$ cat config.mk
export PLATFORM = sky130hd
export DESIGN_NAME = mul_div_unit_flat
export DESIGN_NICKNAME = d
export VERILOG_FILES = /design/src/rtl/mul_div_unit_if.sv /design/src/rtl/mul_div_unit.sv /design/src/flat_wrapper.sv
export SDC_FILE = /design/constraint.sdc
export NUM_CORES = 1
export LEC_CHECK = 0
export ABC_CLOCK_PERIOD_IN_PS = 6300
export CAP_MARGIN = 40
export CORE_ASPECT_RATIO = 0.9
export CORE_MARGIN = 1.5
export CORE_UTILIZATION = 40
export CTS_CLUSTER_SIZE = 24
export DETAILED_ROUTE_END_ITERATION = 12
export PLACE_DENSITY_LB_ADDON = 0.12
export SLEW_MARGIN = 10
export SYNTH_ARGS = -nofsm -noshare
export SYNTH_HDL_FRONTEND = slang
export SYNTH_SLANG_ARGS = --single-unit
$ cat constraint.sdc
create_clock -name clk -period 6.3 [get_ports clk]
set_input_delay 1.26 -clock clk [delete_from_list [all_inputs] [get_ports clk]]
set_output_delay 1.26 -clock clk [all_outputs]
set_load 0.05 [all_outputs]
$ cat src/rtl/mul_div_unit_if.sv
// Request/response bundle between the pipeline and the multiply/divide unit.
// The pipeline drives the request side; the unit drives status and the HI/LO registers.
interface mul_div_unit_if #(
  parameter int WIDTH = 32
);
  logic             op_valid;
  logic [2:0]       op;
  logic [WIDTH-1:0] src_a;
  logic [WIDTH-1:0] src_b;
  logic             flush;
  logic             busy;
  logic             done;
  logic [WIDTH-1:0] hi;
  logic [WIDTH-1:0] lo;

  modport master (
    output op_valid, op, src_a, src_b, flush,
    input  busy, done, hi, lo
  );

  modport slave (
    input  op_valid, op, src_a, src_b, flush,
    output busy, done, hi, lo
  );
endinterface

$ cat src/rtl/mul_div_unit.sv
// Iterative HI/LO multiply/divide unit: radix-2 shift-add multiply, restoring divide,
// one bit per cycle on operand magnitudes with a final sign-fix cycle.
module mul_div_unit #(
  parameter int WIDTH = 32
) (
  input logic           clk,
  input logic           rst,
  mul_div_unit_if.slave md
);

  localparam int CW = (WIDTH > 1) ? $clog2(WIDTH) : 1;

  typedef enum logic [1:0] {IDLE, CALC, FIX} state_e;

  state_e             state_q;
  logic [CW-1:0]      count_q;
  logic               busy_q, done_q;
  logic [WIDTH-1:0]   hi_q, lo_q;
  logic [WIDTH:0]     accHi_q;
  logic [WIDTH-1:0]   accLo_q, opB_q, aRaw_q;
  logic               isMul_q, negRes_q, negRem_q, divZero_q, ovf_q;

  logic               accept, aNeg, bNeg;
  logic [WIDTH-1:0]   aMag, bMag;
  logic [WIDTH:0]     mulSum, mulHi, shifted;
  logic [WIDTH+1:0]   diff;
  logic [WIDTH:0]     accHi_d;
  logic [WIDTH-1:0]   accLo_d;
  logic [2*WIDTH-1:0] prod, prodFix;
  logic [WIDTH-1:0]   quotFix, remFix, hi_d, lo_d;

  assign accept = md.op_valid && !busy_q && !md.flush;
  assign aNeg   = ~md.op[0] & md.src_a[WIDTH-1];
  assign bNeg   = ~md.op[0] & md.src_b[WIDTH-1];
  assign aMag   = aNeg ? -md.src_a : md.src_a;
  assign bMag   = bNeg ? -md.src_b : md.src_b;

  assign md.busy = busy_q;
  assign md.done = done_q;
  assign md.hi   = hi_q;
  assign md.lo   = lo_q;

  // One iteration step; accHi holds partial product / remainder, accLo holds multiplier / quotient.
  always_comb begin
    mulSum  = accHi_q + {1'b0, opB_q};
    mulHi   = accLo_q[0] ? mulSum : accHi_q;
    shifted = {accHi_q[WIDTH-1:0], accLo_q[WIDTH-1]};
    diff    = {1'b0, shifted} - {2'b00, opB_q};
    accHi_d = accHi_q;
    accLo_d = accLo_q;
    if (isMul_q) begin
      accHi_d = {1'b0, mulHi[WIDTH:1]};
      accLo_d = {mulHi[0], accLo_q[WIDTH-1:1]};
    end else if (!diff[WIDTH+1]) begin
      accHi_d = diff[WIDTH:0];
      accLo_d = {accLo_q[WIDTH-2:0], 1'b1};
    end else begin
      accHi_d = shifted;
      accLo_d = {accLo_q[WIDTH-2:0], 1'b0};
    end
  end

  always_comb begin
    prod    = {accHi_q[WIDTH-1:0], accLo_q};
    prodFix = negRes_q ? -prod : prod;
    quotFix = negRes_q ? -accLo_q : accLo_q;
    remFix  = negRem_q ? -accHi_q[WIDTH-1:0] : accHi_q[WIDTH-1:0];
    hi_d    = remFix;
    lo_d    = quotFix;
    if (isMul_q) begin
      hi_d = prodFix[2*WIDTH-1:WIDTH];
      lo_d = prodFix[WIDTH-1:0];
    end else if (divZero_q) begin
      hi_d = aRaw_q;
      lo_d = '1;
    end else if (ovf_q) begin
      hi_d = '0;
      lo_d = {1'b1, {(WIDTH-1){1'b0}}};
    end
  end

  always_ff @(posedge clk) begin
    if (rst) begin
      state_q   <= IDLE;
      count_q   <= '0;
      busy_q    <= 1'b0;
      done_q    <= 1'b0;
      hi_q      <= '0;
      lo_q      <= '0;
      accHi_q   <= '0;
      accLo_q   <= '0;
      opB_q     <= '0;
      aRaw_q    <= '0;
      isMul_q   <= 1'b0;
      negRes_q  <= 1'b0;
      negRem_q  <= 1'b0;
      divZero_q <= 1'b0;
      ovf_q     <= 1'b0;
    end else begin
      done_q <= 1'b0;
      case (state_q)
        IDLE: begin
          if (accept) begin
            if (!md.op[2]) begin
              state_q   <= CALC;
              busy_q    <= 1'b1;
              count_q   <= '0;
              isMul_q   <= ~md.op[1];
              negRes_q  <= aNeg ^ bNeg;
              negRem_q  <= aNeg;
              aRaw_q    <= md.src_a;
              divZero_q <= md.op[1] && (md.src_b == '0);
              ovf_q     <= (md.op == 3'b010) && (md.src_a == {1'b1, {(WIDTH-1){1'b0}}})
                           && (md.src_b == '1);
              accHi_q   <= '0;
              accLo_q   <= md.op[1] ? aMag : bMag;
              opB_q     <= md.op[1] ? bMag : aMag;
            end else if (md.op == 3'b100) begin
              hi_q <= md.src_a;
            end else if (md.op == 3'b101) begin
              lo_q <= md.src_a;
            end
          end
        end
        CALC: begin
          if (md.flush) begin
            state_q <= IDLE;
            busy_q  <= 1'b0;
          end else begin
            accHi_q <= accHi_d;
            accLo_q <= accLo_d;
            count_q <= count_q + 1'b1;
            if (count_q == CW'(WIDTH-1)) state_q <= FIX;
          end
        end
        FIX: begin
          state_q <= IDLE;
          busy_q  <= 1'b0;
          if (!md.flush) begin
            hi_q   <= hi_d;
            lo_q   <= lo_d;
            done_q <= 1'b1;
          end
        end
        default: begin
          state_q <= IDLE;
          busy_q  <= 1'b0;
        end
      endcase
    end
  end

endmodule

$ cat src/flat_wrapper.sv
// flat-port wrapper written by rule: the top's interface ports become plain ports
module mul_div_unit_flat 
#(
  parameter int WIDTH = 32
)
  (clk, rst, md_op_valid, md_op, md_src_a, md_src_b, md_flush, md_busy, md_done, md_hi, md_lo);
  mul_div_unit_if #(.WIDTH(WIDTH)) md_i ();
  input logic clk;
  input logic rst;
  input wire logic [$bits(md_i.op_valid)-1:0] md_op_valid;
  input wire logic [$bits(md_i.op)-1:0] md_op;
  input wire logic [$bits(md_i.src_a)-1:0] md_src_a;
  input wire logic [$bits(md_i.src_b)-1:0] md_src_b;
  input wire logic [$bits(md_i.flush)-1:0] md_flush;
  output wire logic [$bits(md_i.busy)-1:0] md_busy;
  output wire logic [$bits(md_i.done)-1:0] md_done;
  output wire logic [$bits(md_i.hi)-1:0] md_hi;
  output wire logic [$bits(md_i.lo)-1:0] md_lo;
  assign md_i.op_valid = md_op_valid;
  assign md_i.op = md_op;
  assign md_i.src_a = md_src_a;
  assign md_i.src_b = md_src_b;
  assign md_i.flush = md_flush;
  assign md_busy = md_i.busy;
  assign md_done = md_i.done;
  assign md_hi = md_i.hi;
  assign md_lo = md_i.lo;
  mul_div_unit #(.WIDTH(WIDTH)) u_core (.clk(clk), .rst(rst), .md(md_i));
endmodule
==> impl_metrics.tcl, run 1 <==
set metrics [dict create \
    row_count 72 \
    powerDensity_nw_per_um2 210.0 \
    routedWlPerCell_um 24.82 \
    syn_to_final_growth_pct 14.94 \
    p_leak_uw 0.007349 \
    die_area_um2 45140 \
    firstDrtPassIters 6 \
    synth_flop_cell "dfxtp_1" \
    fmax_mhz 236.4 \
    synth_cells 2469 \
    cp-start-kind "flip-flop" \
    worstPathArrival_ns 4.69 \
    required_ns 6.76 \
    via_per_inst 6.301 \
    total_power_uw 4237 \
    syn_nets 2613 \
    hold_violations 0 \
    num_io_pins 137 \
    r2r_start "u_core.accHi_q[2]" \
    critical_path_buf_inv_count 2 \
    cts_resized 0 \
    relSlewSlack 0.4020 \
    ir_drop_mv 0.1863 \
    clock_sinks 207 \
    core_um2 43150 \
    root_buffer "clkbuf_16" \
    final_common_cell "nand2_1" \
    overflow 0 \
    h-tree-depth 1 \
    cpMostUsedCell "a211oi_1" \
    grt_pass1_wl_um 113500 \
    crit_path_max_incr_delay_ns 0.68 \
    fp.dieW_um 223.8 \
    antenna_found_initial 2 \
    place_congestion 1.010 \
    cts_setup_buffers 0 \
    track_usage 0.3284 \
    min_delay_worst_endpoint "u_core.md.hi[21]" \
    slowest_stage "dfxtp_1" \
    cts_tree "done" \
    syn_area_per_cell_um2 7.108 \
    tightestPinTransition_ns 0.8970 \
    fin_skew_ns 0.02605 \
    fin_util 0.4675 \
    grt_start_max_net_pins 89 \
    cp_max_fo 24 \
    regArea_um2 4150 \
    cts_buffers 27 \
    hpwlAfterDp_um 56100 \
    clock_path_buffers 3 \
    holdCritPathClass "reg2reg" \
    cts.reportedPaths.clkPinSlew_ns 0.07 \
    multi_input_area_um2 12370 \
    mostFrequentLayoutCells "nand2_1, a21oi_1, nor2_1, dfxtp_1, o21ai_0" \
    num_vias 19180 \
    drt_iter0_markers 1984 \
    synth_edf_count 0 \
    final-max-slew-violation-count 0 \
    status "finished, final reports clean" \
    period_needed_ns 4.230 \
    ys_types 79 \
    drive_gt1_frac 0.05826 \
    drc 0 \
    grt_pass1_vias 17840 \
    wl_um 75550 \
    cts_hold_buffers 0 \
    async_reset_ff_frac 0 \
    worstSetupPathType "reg2reg" \
    cp_cell_sequence "ha_1 -> a21o_1 -> a21oi_1 -> a211oi_1 -> o31ai_1 -> a211oi_1 -> buf_4 -> nor2_4 -> buf_4 -> a211oi_1 -> a211o_1 -> a22o_1" \
    initial_core_util 0.4067 \
    setup_viol 0 \
    yosys_warnings 0 \
    grt_setup_unrepaired "false" \
    fillers 4359 \
    die_h_um 201.7 \
    yosysSeqAreaShare 0.2361 \
    reg2reg_depth 12 \
    cp-end-kind "flip-flop" \
    numPortBuffers 136 \
    crit_family "compound AO/OA/AOI/OAI gates" \
    worstReg2RegEnd "u_core.accHi_q[8]" \
    insertion_delay_ns 0.58 \
    diodes 0 \
    fin_crit_sh 0.6714 \
    hold_start "u_core.md.hi[21]" \
    setup_tns_ns 0 \
    final_nets 2614 \
    ys_ff_latch 207 \
    synth_area_um2 17550 \
    ant_nets 0 \
    maxCapViolations 0 \
    worstHoldPathCells 2 \
    r2r_setup_slack_ns 2.07 \
]
-- worst min-delay path, delay by kind of cell, from the launching register on --
| kind | cells | cell delay, ns |
|---|---|---|
| flip-flops | 1 | 0.31 |
| AND/OR/NAND/NOR | 1 | 0.05 |
| AO/OA/AOI/OAI | 1 | 0.05 |
-- per-layer routing --
metal,up-vias,global-route usage,share of wire
met5,-,0,0.00021
met4,2,0.1214,0.042
met3,165,0.04848,0.075
met2,878,0.5126,0.44
met1,9179,0.4567,0.44
li1,8957,-,-
-- worst max path at each step --
stage,slack (ns),depth (start not counted),from,endpoint
4_1_cts,2.09,12,u_core.accHi_q[2],u_core.accHi_q[8]
3_3_place_gp,1.70,9,md_op[0],u_core.md.hi[15]
6_report,2.07,12,u_core.accHi_q[2],u_core.accHi_q[8]
2_1_floorplan,2.70,10,md_src_a[10],u_core.accLo_q[30]
5_1_grt,1.81,12,u_core.accHi_q[13],u_core.accHi_q[8]
3_5_place_dp,1.74,9,md_op[0],u_core.md.hi[15]
-- logic make-up (layout without fill, tap and decap cells) --
logic type | Yosys count | count (layout) | synth area share
XOR/XNOR | 176 | 176 | 0.08783
adder cells (fa/ha/maj) | 73 | 73 | 0.05290
multiplexers | 60 | 60 | 0.03458
AO/OA/AOI/OAI | 812 | 812 | 0.2946
buffers and inverters | 273 | 293 | 0.06231
AND/OR/NAND/NOR | 868 | 868 | 0.2317
flip-flops | 207 | 207 | 0.2361
-- synth_stat cells (21+ instances only) --
master,n,area [µm²]
nand2_1,308,1156
a21oi_1,269,1346
nor2_1,246,923.4
dfxtp_1,207,4144
o21ai_0,166,830.8
clkbuf_1,158,593.1
xor2_1,92,805.8
xnor2_1,84,735.7
nor3_1,75,375.4
ha_1,71,888.4
inv_1,66,247.7
o211ai_1,63,473.0
a211oi_1,57,427.9
mux2i_1,55,550.5
a21o_1,38,285.3
nand3_1,35,175.2
nor4_1,35,219.0
o31ai_1,35,262.8
or3_1,32,200.2
nand4_1,24,150.1
buf_1,22,82.58
a221oi_1,21,183.9
-- flip-flops by register name, summed over array words and instances, names as in the netlist, 2 cells and up --
signal / flops
u_core.aRaw_q: 32
u_core.accHi_q: 33
u_core.accLo_q: 32
u_core.count_q: 5
u_core.md.hi: 32
u_core.md.lo: 32
u_core.opB_q: 32
u_core.state_q: 2
-- power by group --
part           internal (µW)  switching, µW
logic                    392            693
registers               1350           78.7
clock network           1070            658
-- through the flow --
stage | setup slack, ns | hold WS, ns | instances | cell area, µm²
finish | 2.070 | 0.4530 | 3044 | 20170
global route | 1.815 | 0.4776 | 3044 | 20170
CTS | 2.087 | 0.4561 | 3044 | 20170
detailed placement | 1.738 | 0.4451 | 2996 | 19200
global placement | 1.697 | 0.4412 | 2990 | 19090
floorplan | 2.703 | 0.4364 | 2469 | 17550
-- layout make-up --
class / instances / share of cell area
Inverter: 66 / 0.01228
Clock buffer: 37 / 0.03883
Tap cell: 555 / 0.03442
Multi-Input combinational cell: 1989 / 0.6130
Sequential cell: 207 / 0.2057
Clock inverter: 11 / 0.009428
Timing Repair Buffer: 179 / 0.08627
No activity file was read; power rests on OpenSTA's default activity.
==> run 2, diff against run 1 <==
--- a/config.mk
+++ b/config.mk
@@ -5,7 +5,7 @@
 export SDC_FILE = /design/constraint.sdc
 export NUM_CORES = 1
 export LEC_CHECK = 0
-export ABC_CLOCK_PERIOD_IN_PS = 6300
+export ABC_CLOCK_PERIOD_IN_PS = 4000
 export CAP_MARGIN = 40
 export CORE_ASPECT_RATIO = 0.9
 export CORE_MARGIN = 1.5
==> constraint.sdc (replaced) <==
create_clock -name clk -period 4 [get_ports clk]
set_input_delay 0.8 -clock clk [delete_from_list [all_inputs] [get_ports clk]]
set_output_delay 0.8 -clock clk [all_outputs]
set_load 0.05 [all_outputs]
==> impl_metrics.tcl, run 2 (synthesized netlist as in run 1, its figures left out) <==
set metrics [dict create \
    status "finished, final reports clean" \
    cts_setup_buffers 0 \
    num_vias 19770 \
    powerDensity_nw_per_um2 323.2 \
    place_congestion 0.9707 \
    final_nets 2719 \
    hold_start "u_core.md.hi[13]" \
    maxCapViolations 0 \
    r2r_setup_slack_ns 0.35 \
    relSlewSlack 0.3867 \
    fillers 4358 \
    layout_setup_ws_ns 0.3510 \
    cts_tree "done" \
    hold_violations 0 \
    place_ws_ns 0.05998 \
    slowest_stage "a211oi_1" \
    mostFrequentLayoutCells "nand2_1, a21oi_1, nor2_1, dfxtp_1, o21ai_0" \
    cts_buffers 27 \
    period_needed_ns 3.649 \
    num_io_pins 137 \
    numPortBuffers 136 \
    cp_max_fo 24 \
    track_usage 0.3442 \
    worstHoldPathCells 2 \
    reg2reg_depth 13 \
    cp-start-kind "flip-flop" \
    grt_start_max_net_pins 81 \
    cts_hold_buffers 0 \
    syn_to_final_growth_pct 19.32 \
    clkPwrFrac 0.401 \
    antenna_found_initial 3 \
    ir_drop_mv 0.2743 \
    seqPwrFrac 0.326 \
    critical_path_buf_inv_count 3 \
    tightestPinTransition_ns 0.9200 \
    row_count 72 \
    required_ns 4.45 \
    min_delay_worst_endpoint "u_core.md.hi[13]" \
    fin_skew_ns 0.03759 \
    r2r_start "u_core.opB_q[23]" \
    grt_pass1_wl_um 119000 \
    h-tree-depth 1 \
    top_register "u_core.accHi_q" \
    cts.reportedPaths.clkPinSlew_ns 0.07 \
    worstReg2RegEnd "u_core.accHi_q[30]" \
    holdCritPathClass "reg2reg" \
    die_area_um2 45140 \
    setup_tns_ns 0 \
    die_h_um 201.7 \
    final-max-slew-violation-count 0 \
    regArea_um2 4150 \
    fin_util 0.4853 \
    diodes 0 \
    grt_pass1_vias 18550 \
    cts_resized 0 \
    fin_crit_sh 0.9122 \
    cp_cell_sequence "inv_1 -> ha_1 -> nand3_1 -> or3_1 -> a211oi_1 -> o31ai_1 -> buf_4 -> a211oi_1 -> nor2_4 -> buf_12 -> nor2_1 -> a21boi_0 -> o31ai_1" \
    p_int_uw 4454 \
    p_comb_frac 0.274 \
    crit_family "compound AO/OA/AOI/OAI gates" \
    root_buffer "clkbuf_16" \
    firstDrtPassIters 8 \
    p_leak_uw 0.007870 \
    wl_um 79090 \
    initial_core_util 0.4067 \
    multi_input_area_um2 12350 \
    fp.dieW_um 223.8 \
    drive_gt1_frac 0.09483 \
    crit_path_max_incr_delay_ns 0.55 \
    core_um2 43150 \
    swShare 0.3419 \
    grt_setup_unrepaired "false" \
    worstPathArrival_ns 4.10 \
    p_sw_uw 2314 \
    drt_iter0_markers 2358 \
    hpwlAfterDp_um 58750 \
    final_common_cell "nand2_1" \
    routedWlPerCell_um 25.12 \
    cp-end-kind "flip-flop" \
    ant_nets 0 \
    clock_sinks 207 \
    clock_path_buffers 3 \
    via_per_inst 6.278 \
    fmax_mhz 274.0 \
    drc 0 \
    setup_viol 0 \
    hold_slack_ns 0.4570 \
    overflow 0 \
    worstSetupPathType "reg2reg" \
    insertion_delay_ns 0.60 \
    largest_register_ff_count 33 \
]
## run 2: layout make-up
type                    count  share of cell area
multi-input cells        1989              0.5899
clock buffers              36             0.03579
repair buffers            284              0.1212
clock inverters            12            0.009858
well taps                 555             0.03316
inverters                  66             0.01183
flip-flops and latches    207              0.1982
## run 2: routing by layer
layer	share of wire	track usage	routed length [µm]	vias up
li1	-	-	-	9136
met1	0.43	0.4720	34160	9449
met2	0.43	0.5362	34270	1002
met3	0.090	0.06454	7156	176
met4	0.044	0.1248	3456	6
met5	0.00053	0	42	-
## run 2: how the worst max path moves through the flow
stage / endpoint / depth (start not counted) / slack, ns / start
final: u_core.accHi_q[30] / 13 / 0.35 / u_core.opB_q[23]
after global routing: u_core.accHi_q[30] / 13 / 0.06 / u_core.opB_q[23]
after CTS: u_core.accHi_q[30] / 13 / 0.40 / u_core.opB_q[23]
after detailed placement: u_core.accLo_q[30] / 10 / 0.06 / md_src_a[10]
after global placement: u_core.accLo_q[30] / 10 / 0.01 / md_src_a[10]
after floorplan: u_core.accLo_q[30] / 10 / 0.86 / md_src_a[10]
## run 2: power by group through the flow
stage               clock (µW)  combinational, µW  sequential [µW]
detailed placement           0               1800             2250
global route              2820               1980             2210
finish                    2710               1850             2210
floorplan                    0               1120             2240
CTS                       2750               1810             2200
global placement             0               1790             2250
## run 2: through the flow
stage / cells / power [µW] / area, µm²
final: 3149 / 6768 / 20940
after global routing: 3149 / 7017 / 20940
after CTS: 3149 / 6762 / 20940
after detailed placement: 3101 / 4048 / 19990
after global placement: 3099 / 4038 / 19950
after floorplan: 2469 / 3359 / 17550
## run 2: worst min-delay path: cells and delay by family, from the launching register on
family | cells | cell delay (ns)
flip-flops | 1 | 0.31
AND/OR/NAND/NOR | 1 | 0.05
AO/OA/AOI/OAI | 1 | 0.05
==> run 3, diff against run 2 <==
--- a/config.mk
+++ b/config.mk
@@ -5,7 +5,7 @@
 export SDC_FILE = /design/constraint.sdc
 export NUM_CORES = 1
 export LEC_CHECK = 0
-export ABC_CLOCK_PERIOD_IN_PS = 4000
+export ABC_AREA = 1
 export CAP_MARGIN = 40
 export CORE_ASPECT_RATIO = 0.9
 export CORE_MARGIN = 1.5
@@ -13,6 +13,7 @@
 export CTS_CLUSTER_SIZE = 24
 export DETAILED_ROUTE_END_ITERATION = 12
 export PLACE_DENSITY_LB_ADDON = 0.12
+export REMOVE_ABC_BUFFERS = 1
 export SLEW_MARGIN = 10
 export SYNTH_ARGS = -nofsm -noshare
 export SYNTH_HDL_FRONTEND = slang
==> impl_metrics.tcl, run 3 <==
set metrics [dict create \
    row_count 78 \
    numPortBuffers 136 \
    drt_iter0_markers 3449 \
    yosysSeqAreaShare 0.2020 \
    h-tree-depth 1 \
    relSlewSlack 0.3872 \
    crit_path_max_incr_delay_ns 0.78 \
    fin_util 0.4634 \
    powerDensity_nw_per_um2 384.1 \
    hpwlAfterDp_um 78660 \
    period_needed_ns 3.149 \
    r2r_setup_slack_ns 0.85 \
    status "finished, final reports clean" \
    synth_edf_count 0 \
    fmax_mhz 317.6 \
    insertion_delay_ns 0.61 \
    routedWlPerCell_um 22.42 \
    worstPathArrival_ns 3.64 \
    drive_gt1_frac 0.06401 \
    top_register "u_core.accHi_q" \
    die_h_um 217.9 \
    cts_hold_buffers 0 \
    clock_sinks 207 \
    r2r_start "u_core.accHi_q[29]" \
    grt_pass1_vias 22380 \
    overflow 0 \
    num_io_pins 137 \
    final_common_cell "nand2_1" \
    async_reset_ff_frac 0 \
    place_ws_ns 0.6304 \
    required_ns 4.49 \
    grt_pass1_wl_um 145000 \
    final-max-slew-violation-count 0 \
    synth_top_area_frac 0.2020 \
    synth_common_cells "nand2_1, inv_1, nor2_1, a21oi_1, nand3_1" \
    cts.reportedPaths.clkPinSlew_ns 0.06 \
    slowest_stage "dfxtp_1" \
    maxCapViolations 0 \
    die_area_um2 52670 \
    synth_cells 3623 \
    p_leak_uw 0.01134 \
    total_power_uw 8998 \
    worstSetupPathType "reg2reg" \
    cpMostUsedCell "nor2_1" \
    wl_um 98590 \
    synth_area_um2 20520 \
    clock_path_buffers 3 \
    place_congestion 1.093 \
    holdCritPathClass "reg2reg" \
    tightestPinTransition_ns 0.9182 \
    yosysMostFrequentCell "nand2_1" \
    dp_cells 4351 \
    cp_cell_sequence "ha_1 -> inv_1 -> o21bai_1 -> a21oi_1 -> nand2_1 -> a21oi_4 -> buf_4 -> nand2_4 -> nand2_4 -> o21ai_0 -> nor2_1 -> nor2_1 -> nor2_1" \
    num_vias 25000 \
    diodes 0 \
    setup_tns_ns 0 \
    fillers 5620 \
    synth_compound_area_frac 0.1966 \
    syn_area_per_cell_um2 5.664 \
    grt_start_max_net_pins 94 \
    synth_top_family_by_area "simple AND/OR/NAND/NOR gates" \
    ir_drop_mv 0.3145 \
    synth-xor-area-share 0.03244 \
    cp-end-kind "flip-flop" \
    cts_resized 0 \
    root_buffer "clkbuf_16" \
    critical_path_buf_inv_count 2 \
    drc 0 \
    crit_family "flip-flops" \
    hold_start "u_core.count_q[4]" \
    final_nets 3844 \
    layout_setup_ws_ns 0.8514 \
    largest_register_ff_count 33 \
    synth_fa_ha_area_frac 0.04524 \
    synth_mux_area_frac 0 \
    hold_violations 0 \
    core_um2 50550 \
    yosys_warnings 0 \
    yosysTopAreaCell "dfxtp_1" \
    ys_types 65 \
    ys_ff_latch 207 \
    synth_area_leaders "dfxtp_1, nand2_1, inv_1" \
    setup_viol 0 \
    startpoint "u_core.accHi_q[29]" \
    fp.dieW_um 241.7 \
    mostFrequentLayoutCells "nand2_1, inv_1, nor2_1, a21oi_1, nand3_1" \
    synth-simple-area-share 0.4050 \
    fin_cells 4398 \
    cts_setup_buffers 0 \
    fin_skew_ns 0.05817 \
    synth_flop_cell "dfxtp_1" \
    cts_buffers 27 \
    antenna_found_initial 0 \
    cp_max_fo 9 \
    ant_nets 0 \
    firstDrtPassIters 6 \
    track_usage 0.3635 \
    grt_setup_unrepaired "false" \
    initial_core_util 0.4059 \
    cp-start-kind "flip-flop" \
    via_per_inst 5.684 \
    fin_crit_sh 0.7871 \
    cts_tree "done" \
    syn_to_final_growth_pct 14.17 \
]
run 3: final timing paths:
kind	endpoint	depth (start not counted)
worst max-delay path	u_core.accHi_q[17]	13
worst min-delay path	u_core.count_q[4]	2
worst max register to register	u_core.accHi_q[17]	13
worst min register to register	u_core.count_q[4]	2
run 3: worst min-delay path, cell delays in order, from the launching register on:
cell and delay, ns:
dfxtp_1 0.31, nand2_1 0.07, a21oi_1 0.05
run 3: kinds of logic after synthesis:
kind of cell | count (synthesis)
DFF | 207
xor gates and xnor gates | 76
and+or+nand+nor | 1940
adders and majority gates | 73
buffers and inverters | 617
AOI/OAI and AO/OA | 710
run 3: final cells by class:
class | count | area [µm²] | area share
Tap cell | 680 | 850.8 | 0.03632
Clock buffer | 39 | 760.7 | 0.03247
Multi-Input combinational cell | 2799 | 13970 | 0.5962
Clock inverter | 8 | 91.34 | 0.003899
Sequential cell | 207 | 4146 | 0.1770
Inverter | 466 | 1755 | 0.07493
Timing Repair Buffer | 199 | 1854 | 0.07915
run 3: routing by layer:
layer  global-route usage  wire length, µm  part of all wire
met5                    0                0                 0
met4               0.1977             6104             0.062
met3              0.08602            12260              0.12
met2               0.4955            37160              0.38
met1               0.5195            43070              0.44
run 3: per-stage QoR:
| stage | cell area (µm²) | hold WS (ns) |
|---|---|---|
| 2_1_floorplan | 19840 | 0.4392 |
| 4_1_cts | 23430 | 0.4749 |
| 3_5_place_dp | 22580 | 0.4671 |
| 3_3_place_gp | 22580 | 0.4608 |
| 5_1_grt | 23430 | 0.5152 |
| 6_report | 23430 | 0.4766 |
run 3: power by group:
part	switching [µW]	total [µW]	leakage, µW	internal (µW)
clock network	1030	2420	0.000407	1380
logic	2970	4180	0.00925	1220
registers	209	2400	0.00168	2190
